## src/rtl/tdm_pkg.sv

```systemverilog
// Shared TDM framing constants and receive FSM states.
package tdm_pkg;
  localparam int unsigned NCH    = 8;
  localparam int unsigned SLOT_W = 3;

  typedef enum logic {
    IDLE,
    COLLECT
  } tdm_state_e;
endpackage

```

## src/rtl/tdm_frame_buf.sv

```systemverilog
// One-deep valid/ready frame holding register; a frame arriving while full and stalled is dropped.
module tdm_frame_buf #(
  parameter int unsigned DW = 8
) (
  input  logic          clk,
  input  logic          rst_n,
  input  logic          load_valid,
  input  logic [DW-1:0] load_data,
  input  logic          out_ready,
  output logic          out_valid,
  output logic [DW-1:0] out_data,
  output logic          overflow
);

  logic          valid_q, valid_d;
  logic [DW-1:0] data_q, data_d;
  logic          overflow_q, overflow_d;

  always_comb begin
    valid_d    = valid_q;
    data_d     = data_q;
    overflow_d = 1'b0;
    if (load_valid) begin
      // Reload in the accept cycle keeps back-to-back frames bubble-free.
      if (!valid_q || out_ready) begin
        data_d  = load_data;
        valid_d = 1'b1;
      end else begin
        overflow_d = 1'b1;
      end
    end else if (valid_q && out_ready) begin
      valid_d = 1'b0;
    end
  end

  always_ff @(posedge clk or negedge rst_n) begin
    if (!rst_n) begin
      valid_q    <= 1'b0;
      data_q     <= '0;
      overflow_q <= 1'b0;
    end else begin
      valid_q    <= valid_d;
      data_q     <= data_d;
      overflow_q <= overflow_d;
    end
  end

  assign out_valid = valid_q;
  assign out_data  = data_q;
  assign overflow  = overflow_q;

endmodule

```

## src/rtl/tdm_demux_8.sv

```systemverilog
// 8-slot TDM receiver: steers each beat into its channel slot and hands complete frames to a one-deep buffer.
module tdm_demux_8
  import tdm_pkg::*;
#(
  parameter int unsigned W = 1
) (
  input  logic               clk,
  input  logic               rst_n,
  input  logic               in_valid,
  input  logic               in_sof,
  input  logic [W-1:0]       in_data,
  output logic               out_valid,
  input  logic               out_ready,
  output logic [NCH*W-1:0]   out_data,
  output logic [SLOT_W-1:0]  slot,
  output logic               sync_err,
  output logic               overflow
);

  localparam logic [SLOT_W-1:0] LAST_SLOT = SLOT_W'(NCH - 1);

  tdm_state_e              state_q, state_d;
  logic [SLOT_W-1:0]       slot_q, slot_d;
  // Slot 7 is never stored: it completes the frame directly from in_data.
  logic [(NCH-1)*W-1:0]    shadow_q, shadow_d;
  logic                    sync_err_q, sync_err_d;
  logic                    frame_done;
  logic [NCH*W-1:0]        frame;

  always_comb begin
    state_d    = state_q;
    slot_d     = slot_q;
    shadow_d   = shadow_q;
    sync_err_d = 1'b0;
    frame_done = 1'b0;
    frame      = {in_data, shadow_q};
    case (state_q)
      IDLE: begin
        if (in_valid) begin
          if (in_sof) begin
            shadow_d[0 +: W] = in_data;
            slot_d           = SLOT_W'(1);
            state_d          = COLLECT;
          end else begin
            sync_err_d = 1'b1;
          end
        end
      end
      COLLECT: begin
        if (in_valid) begin
          if (in_sof) begin
            sync_err_d       = 1'b1;
            shadow_d[0 +: W] = in_data;
            slot_d           = SLOT_W'(1);
          end else if (slot_q == LAST_SLOT) begin
            frame_done = 1'b1;
            slot_d     = '0;
            state_d    = IDLE;
          end else begin
            shadow_d[int'(slot_q)*W +: W] = in_data;
            slot_d                        = slot_q + SLOT_W'(1);
          end
        end
      end
      default: begin
        state_d = IDLE;
        slot_d  = '0;
      end
    endcase
  end

  always_ff @(posedge clk or negedge rst_n) begin
    if (!rst_n) begin
      state_q    <= IDLE;
      slot_q     <= '0;
      shadow_q   <= '0;
      sync_err_q <= 1'b0;
    end else begin
      state_q    <= state_d;
      slot_q     <= slot_d;
      shadow_q   <= shadow_d;
      sync_err_q <= sync_err_d;
    end
  end

  tdm_frame_buf #(
    .DW(NCH*W)
  ) u_frame_buf (
    .clk       (clk),
    .rst_n     (rst_n),
    .load_valid(frame_done),
    .load_data (frame),
    .out_ready (out_ready),
    .out_valid (out_valid),
    .out_data  (out_data),
    .overflow  (overflow)
  );

  assign slot     = slot_q;
  assign sync_err = sync_err_q;

endmodule

```

## config.mk

```make
export PLATFORM = sky130hd
export DESIGN_NAME = tdm_demux_8
export DESIGN_NICKNAME = d
export VERILOG_FILES = /design/src/rtl/tdm_pkg.sv /design/src/rtl/tdm_frame_buf.sv /design/src/rtl/tdm_demux_8.sv
export SDC_FILE = /design/constraint.sdc
export NUM_CORES = 1
export LEC_CHECK = 0
export BUFFER_PORTS_ARGS = -buffer_cell sky130_fd_sc_hd__buf_2
export CAP_MARGIN = 20
export CORE_UTILIZATION = 40
export DETAILED_ROUTE_END_ITERATION = 8
export GPL_TIMING_DRIVEN = 0
export PLACE_DENSITY_LB_ADDON = 0.08
export SYNTH_ARGS = -nofsm -noshare
export SYNTH_HDL_FRONTEND = slang
export SYNTH_SLANG_ARGS = --single-unit
```

## constraint.sdc

```tcl
create_clock -name clk -period 2.2 [get_ports clk]
set_clock_uncertainty 0.2 [all_clocks]
set_input_delay 0.11 -clock clk [delete_from_list [all_inputs] [get_ports clk]]
set_output_delay 0.11 -clock clk [all_outputs]
set_load 0.02 [all_outputs]
```

==> results.sh, run 1 <==
export IMPL_yosysUniqueCellTypes=26
export IMPL_maxSlewHeadroom_pct=67.0
export IMPL_syn_to_final_growth_pct=24.9
export IMPL_synth_most_common_cell="dfrtp_1"
export IMPL_place_area_um2=1220
export IMPL_die_w_um=54.3
export IMPL_startpoint_type="flop"
export IMPL_critical_path_class="flop to flop"
export IMPL_hold_class="input port to asynchronous set/reset pin"
export IMPL_synth_commonest_cells="22 x dfrtp_1, 9 x mux2_2, 7 x ha_1"
export IMPL_cts_clk_slew_worst_paths_ps=120
export IMPL_ir_drop_mv=0.580
export IMPL_clockBufferDepth=2
export IMPL_place_ws_ps=-72.3
export IMPL_wl_per_cell_um=13.0
export IMPL_h_tree_depth=1
export IMPL_synthAdderAreaFrac_pct=8.02
export IMPL_cts_root_buf="clkbuf_4"
export IMPL_synthXorXnorAreaFrac_pct=0
export IMPL_fin_area_um2=1360
export IMPL_core_area_um2=2520
export IMPL_timing_final_crit_share_pct=96.4
export IMPL_grt_ovfl_total=0
export IMPL_cts_tree="yes"
export IMPL_crit_fanout=8
export IMPL_grtUsageTotal_pct=15.3
export IMPL_yosys_area_top_type="dfrtp_1"
export IMPL_drc_errors=0
export IMPL_grt_max_degree=23
export IMPL_synthCells=88
export IMPL_async_reset_ff_share_pct=100
export IMPL_drive_gt1_share_pct=39.8
export IMPL_comb_power_share_pct=33.9
export IMPL_grt_first_pass_wirelength_um=3120
export IMPL_synth_nets=101
export IMPL_die_area_um2=2940
export IMPL_maxSlewViolCount=0
export IMPL_antenna_cells=0
export IMPL_p_leak_nw=0.677
export IMPL_final_cells=148
export IMPL_netlist_area_um2=1090
export IMPL_rows=18
export IMPL_ys_seq_area_share_pct=50.4
export IMPL_crit_arrival_ps=2120
export IMPL_dr_wl_met3_um=68
export IMPL_setup_slack_ps=78.9
export IMPL_dpl_cell_count=136
export IMPL_synth_flop_cell="dfrtp_1"
export IMPL_period_needed_ps=2120
export IMPL_seqPwrFrac_pct=47.0
export IMPL_powerDensity_nw_per_um2=833
export IMPL_antenna_found_initial=0
export IMPL_muxShareOfSynthArea_pct=15.5
export IMPL_wl_met1_um=898
export IMPL_ant_nets=0
export IMPL_synth_edf_count=0
export IMPL_yosys_warnings=0
export IMPL_drtIter0Drc=11
export IMPL_top_layer_used="met4"
export IMPL_io_buffers=18
export IMPL_p_switching_mw=0.372
export IMPL_yosys_area_share_simple_pct=16.5
export IMPL_grt_setup_unrepaired="false"
export IMPL_synth_seq_cells=22
export IMPL_initial_utilization_pct=43.3
export IMPL_wl_um=1930
export IMPL_worstMarginPinSlew_ps=495
export IMPL_clkPwrFrac_pct=19.1
export IMPL_grt_pass1_vias=739
export IMPL_globalplace_congestion=0.798
export IMPL_avgSynthCellArea_um2=12.4
export IMPL_vias_per_cell=5.18
export IMPL_max_freq_ghz=0.471
export IMPL_route_vias_total=766
export IMPL_clk_latency_ps=300
export IMPL_status="finished, final reports clean"
export IMPL_routed_wl_met2_um=938
export IMPL_synth_top_cells_by_area="dfrtp_1 50%, mux2_2 9.3%, ha_1 8.0%, mux2_1 6.2%, nand3_1 2.7%"
export IMPL_maxCapViolCount=0
export IMPL_setup_viol=0
export IMPL_synth_top_area_share_pct=50.4
export IMPL_cp_end_kind="flop"
export IMPL_numCtsBuffers=3
export IMPL_fin_nets=132
export IMPL_swShare_pct=32.7
export IMPL_power_internal_mw=0.765
export IMPL_clock_sinks=22
export IMPL_chipHeight_um=54.3
export IMPL_dr_pass1_iters=4
export IMPL_hpwl_um=1270
export IMPL_synth_top_family_by_area="simple AND/OR/NAND/NOR gates"
export IMPL_ios=20
export IMPL_required_ps=2200
export IMPL_synth_compound_area_share_pct=5.61
export IMPL_final_hold_viol_count=0
==> layer usage <==
layer,track usage [%],up-vias
met5,0,-
met4,6.41,0
met3,3.33,4
met2,25.2,17
met1,19.1,374
li1,-,371
==> timing repair <==
item                                    in CTS  in global routing
hold buffers                                 7                  0
pin swaps                                    1                  0
endpoints found under the setup margin      15                 15
setup buffers                                0                  1
gates resized for setup                      4                  4
gates cloned                                 0                  0
hold endpoints to repair                    32                  0
==> cell families after synthesis <==
kind of cell / count (synthesis)
flops: 22
buf+inv: 7
compound gates: 8
simple gates: 29
mux: 15
fa+ha+maj: 7
==> path summary, 6_finish.rpt <==
path                       cells after the start                     from                                  end  slack (ps)
max                                            8      slot[0]$_DFFE_PN0P_              shadow_q[0]$_DFFE_PN0P_          80
min                                            2                    rst_n  u_frame_buf.out_data[6]$_DFFE_PN0P_          90
max reg2reg                                    8      slot[0]$_DFFE_PN0P_              shadow_q[0]$_DFFE_PN0P_          80
min reg2reg                                    1  shadow_q[3]$_DFFE_PN0P_              shadow_q[3]$_DFFE_PN0P_         300
max in group asynchronous                      2                    rst_n                  slot[0]$_DFFE_PN0P_        1350
min in group clk                               1  shadow_q[3]$_DFFE_PN0P_              shadow_q[3]$_DFFE_PN0P_         300
==> state kept, by name (all words and copies together), names as in the netlist <==
| register | count |
|---|---|
| shadow_q | 7 |
| sync_err | 1 |
| u_frame_buf.overflow | 1 |
| u_frame_buf.out_data | 8 |
| state_q | 1 |
| slot | 3 |
| u_frame_buf.out_valid | 1 |
==> layout by cell type, fill, tap and decap left out, types with 2 or more instances in the layout <==
master,synthesis,final
buf_2,2,18
buf_6,2,3
clkbuf_4,0,4
dfrtp_1,22,20
dfrtp_2,0,2
dlygate4sd3_1,0,7
ha_1,7,5
inv_1,3,2
mux2_1,6,6
mux2_2,9,9
nand2_1,4,4
nand3_1,6,6
nand3b_1,2,2
nor2_1,4,4
nor2b_1,4,4
nor3_1,3,3
o21ai_0,2,2
==> critical path: stages, from the launching register on <==
cell and delay, ps:
dfrtp_2 460, buf_6 150, inv_2 60, ha_1 200
ha_4 240, nor2_1 100, nand3_1 110, a21oi_2 160
mux2_2 340
==> metrics by stage <==
stage | setup TNS, ps | power [mW] | hold WS (ps) | utilization, %
2_1_floorplan | 0 | 0.784 | -386 | -
3_5_place_dp | -81.0 | 0.888 | -97.6 | 48.5
3_3_place_gp | -68.3 | 0.879 | -98.3 | 48.5
5_1_grt | 0 | 1.22 | 131 | 54.1
4_1_cts | 0 | 1.13 | 87.2 | 53.0
6_report | 0 | 1.14 | 87.0 | 54.1
==> power by group through the flow <==
| stage | Sequential [mW] | Clock (mW) | Combinational [mW] |
|---|---|---|---|
| after floorplan | 0.585 | 0 | 0.199 |
| after global placement | 0.540 | 0 | 0.339 |
| after detailed placement | 0.543 | 0 | 0.345 |
| after CTS | 0.536 | 0.232 | 0.360 |
| after global routing | 0.548 | 0.245 | 0.432 |
| final | 0.534 | 0.217 | 0.385 |
==> area by class of cell <==
class	count	area, um^2
Inverter	3	11.3
Multi-Input combinational cell	59	517
Buffer	4	41.3
Sequential cell	22	553
Fill cell	232	1160
Timing Repair Buffer	26	168
Clock buffer	4	36.3
Tap cell	30	37.5
Note: power is estimated with default switching activity, not from simulation.
==> run 2, diff against run 1 <==
==> constraint.sdc (replaced) <==
create_clock -name clk -period 2.2 [get_ports clk]
set_clock_uncertainty 0.2 [all_clocks]
set_input_delay 0.66 -clock clk [delete_from_list [all_inputs] [get_ports clk]]
set_output_delay 0.66 -clock clk [all_outputs]
set_load 0.02 [all_outputs]
==> results.sh, run 2 (synthesis results as in run 1) <==
export IMPL_grt_pass1_vias=697
export IMPL_final_cell_mix="20 x dfrtp_1, 19 x buf_2, 9 x mux2_2, 6 x nand3_1, 6 x mux2_1"
export IMPL_powerDensity_nw_per_um2=870
export IMPL_grt_ovfl_total=0
export IMPL_h_tree_depth=1
export IMPL_drc_errors=0
export IMPL_hold_class="input port to asynchronous set/reset pin"
export IMPL_fin_util_pct=51.5
export IMPL_globalplace_congestion=0.798
export IMPL_grtUsageTotal_pct=14.7
export IMPL_syn_to_final_growth_pct=18.9
export IMPL_vias_per_cell=5.22
export IMPL_drtIter0Drc=7
export IMPL_clockBufferDepth=2
export IMPL_initial_utilization_pct=43.3
export IMPL_die_w_um=54.3
export IMPL_clk_latency_ps=300
export IMPL_status="finished, final reports clean"
export IMPL_core_area_um2=2520
export IMPL_grt_max_degree=23
export IMPL_period_needed_ps=2120
export IMPL_wl_per_cell_um=12.9
export IMPL_grt_first_pass_wirelength_um=3010
export IMPL_timing_final_crit_share_pct=96.3
export IMPL_die_area_um2=2940
export IMPL_ios=20
export IMPL_hpwl_um=1270
export IMPL_maxCapViolCount=0
export IMPL_largest_reg_flops=8
export IMPL_antenna_cells=0
export IMPL_finalPower_mw=1.13
export IMPL_route_vias_total=741
export IMPL_io_buffers=18
export IMPL_critical_path_class="flop to flop"
export IMPL_clock_sinks=22
export IMPL_fin_nets=126
export IMPL_worstMarginPinSlew_ps=489
export IMPL_wl_um=1830
export IMPL_chipHeight_um=54.3
export IMPL_maxSlewViolCount=0
export IMPL_ir_drop_mv=0.580
export IMPL_cts_tree="yes"
export IMPL_antenna_found_initial=0
export IMPL_setup_slack_ps=81.8
export IMPL_cp_end_kind="flop"
export IMPL_drive_gt1_share_pct=42.9
export IMPL_crit_arrival_ps=2120
export IMPL_rows=18
export IMPL_max_freq_ghz=0.472
export IMPL_required_ps=2200
export IMPL_mostFrequentLayoutCell="dfrtp_1"
export IMPL_grt_setup_unrepaired="false"
export IMPL_numCtsBuffers=3
export IMPL_dr_pass1_iters=4
export IMPL_ant_nets=0
export IMPL_setup_viol=0
export IMPL_startpoint_type="flop"
export IMPL_place_ws_ps=-72.3
export IMPL_p_leak_nw=0.650
export IMPL_cts_clk_slew_worst_paths_ps=120
export IMPL_cts_root_buf="clkbuf_4"
export IMPL_maxSlewHeadroom_pct=67.4
export IMPL_final_hold_viol_count=0
export IMPL_crit_fanout=8
-- run 2: changes by cell type in the layout (fill, tap and decap cells not counted) --
cell,change
clkbuf_4,-1
dlygate4sd3_1,-7
buf_2,+1
buf_4,+1
-- run 2: final timing paths --
check	from	end	slack, ps	cells past startpoint
worst min-delay path	rst_n	u_frame_buf.out_data[6]$_DFFE_PN0P_	100	1
min in group clk	shadow_q[3]$_DFFE_PN0P_	shadow_q[3]$_DFFE_PN0P_	300	1
max in group asynchronous	rst_n	slot[0]$_DFFE_PN0P_	1340	1
worst min register to register	shadow_q[3]$_DFFE_PN0P_	shadow_q[3]$_DFFE_PN0P_	300	1
worst max register to register	slot[0]$_DFFE_PN0P_	shadow_q[0]$_DFFE_PN0P_	80	8
worst max-delay path	slot[0]$_DFFE_PN0P_	shadow_q[0]$_DFFE_PN0P_	80	8
-- run 2: repair_timing --
action | 4_1_cts | 5_1_grt
pin swaps | 1 | 1
endpoints found under the setup margin | 15 | 15
gates resized for setup | 4 | 3
buffers inserted | 0 | 2
hold buffers | 0 | 0
-- run 2: layout make-up --
type | count | area [um^2]
plain buffers | 4 | 38.8
clock buffers | 4 | 36.3
fillers | 240 | 1220
inverters | 3 | 11.3
multi-input cells | 59 | 517
flip-flops and latches | 22 | 553
well taps | 30 | 37.5
repair buffers | 20 | 105
-- run 2: metal layers --
| layer | track usage, % | vias up | part of all wire [%] |
|---|---|---|---|
| met3 | 3.33 | 4 | 3.4 |
| li1 | - | 361 | - |
| met5 | 0 | - | 0 |
| met2 | 23.6 | 14 | 49 |
| met1 | 18.9 | 362 | 46 |
| met4 | 6.41 | 0 | 1.3 |
-- run 2: where the power goes --
part	total (mW)	internal [mW]	leakage, nW	switching (mW)
Combinational	0.378	0.176	0.341	0.203
Sequential	0.535	0.483	0.288	0.0516
Clock	0.217	0.101	0.0210	0.116
-- run 2: metrics by stage --
step	std cells	hold slack, ps	cell area, um^2	TNS [ps]
3_5_place_dp	136	281	1220	-81.0
2_1_floorplan	88	164	1100	0
6_report	142	99.5	1300	0
4_1_cts	140	100	1270	0
5_1_grt	142	123	1300	0
3_3_place_gp	136	271	1220	-68.3
-- run 2: worst max-delay path, cell delays in order, from the launching register on --
cell	delay, ps
dfrtp_2	460
buf_6	150
inv_2	60
ha_1	200
ha_4	240
nor2_1	100
nand3_1	110
a21oi_2	160
mux2_2	340
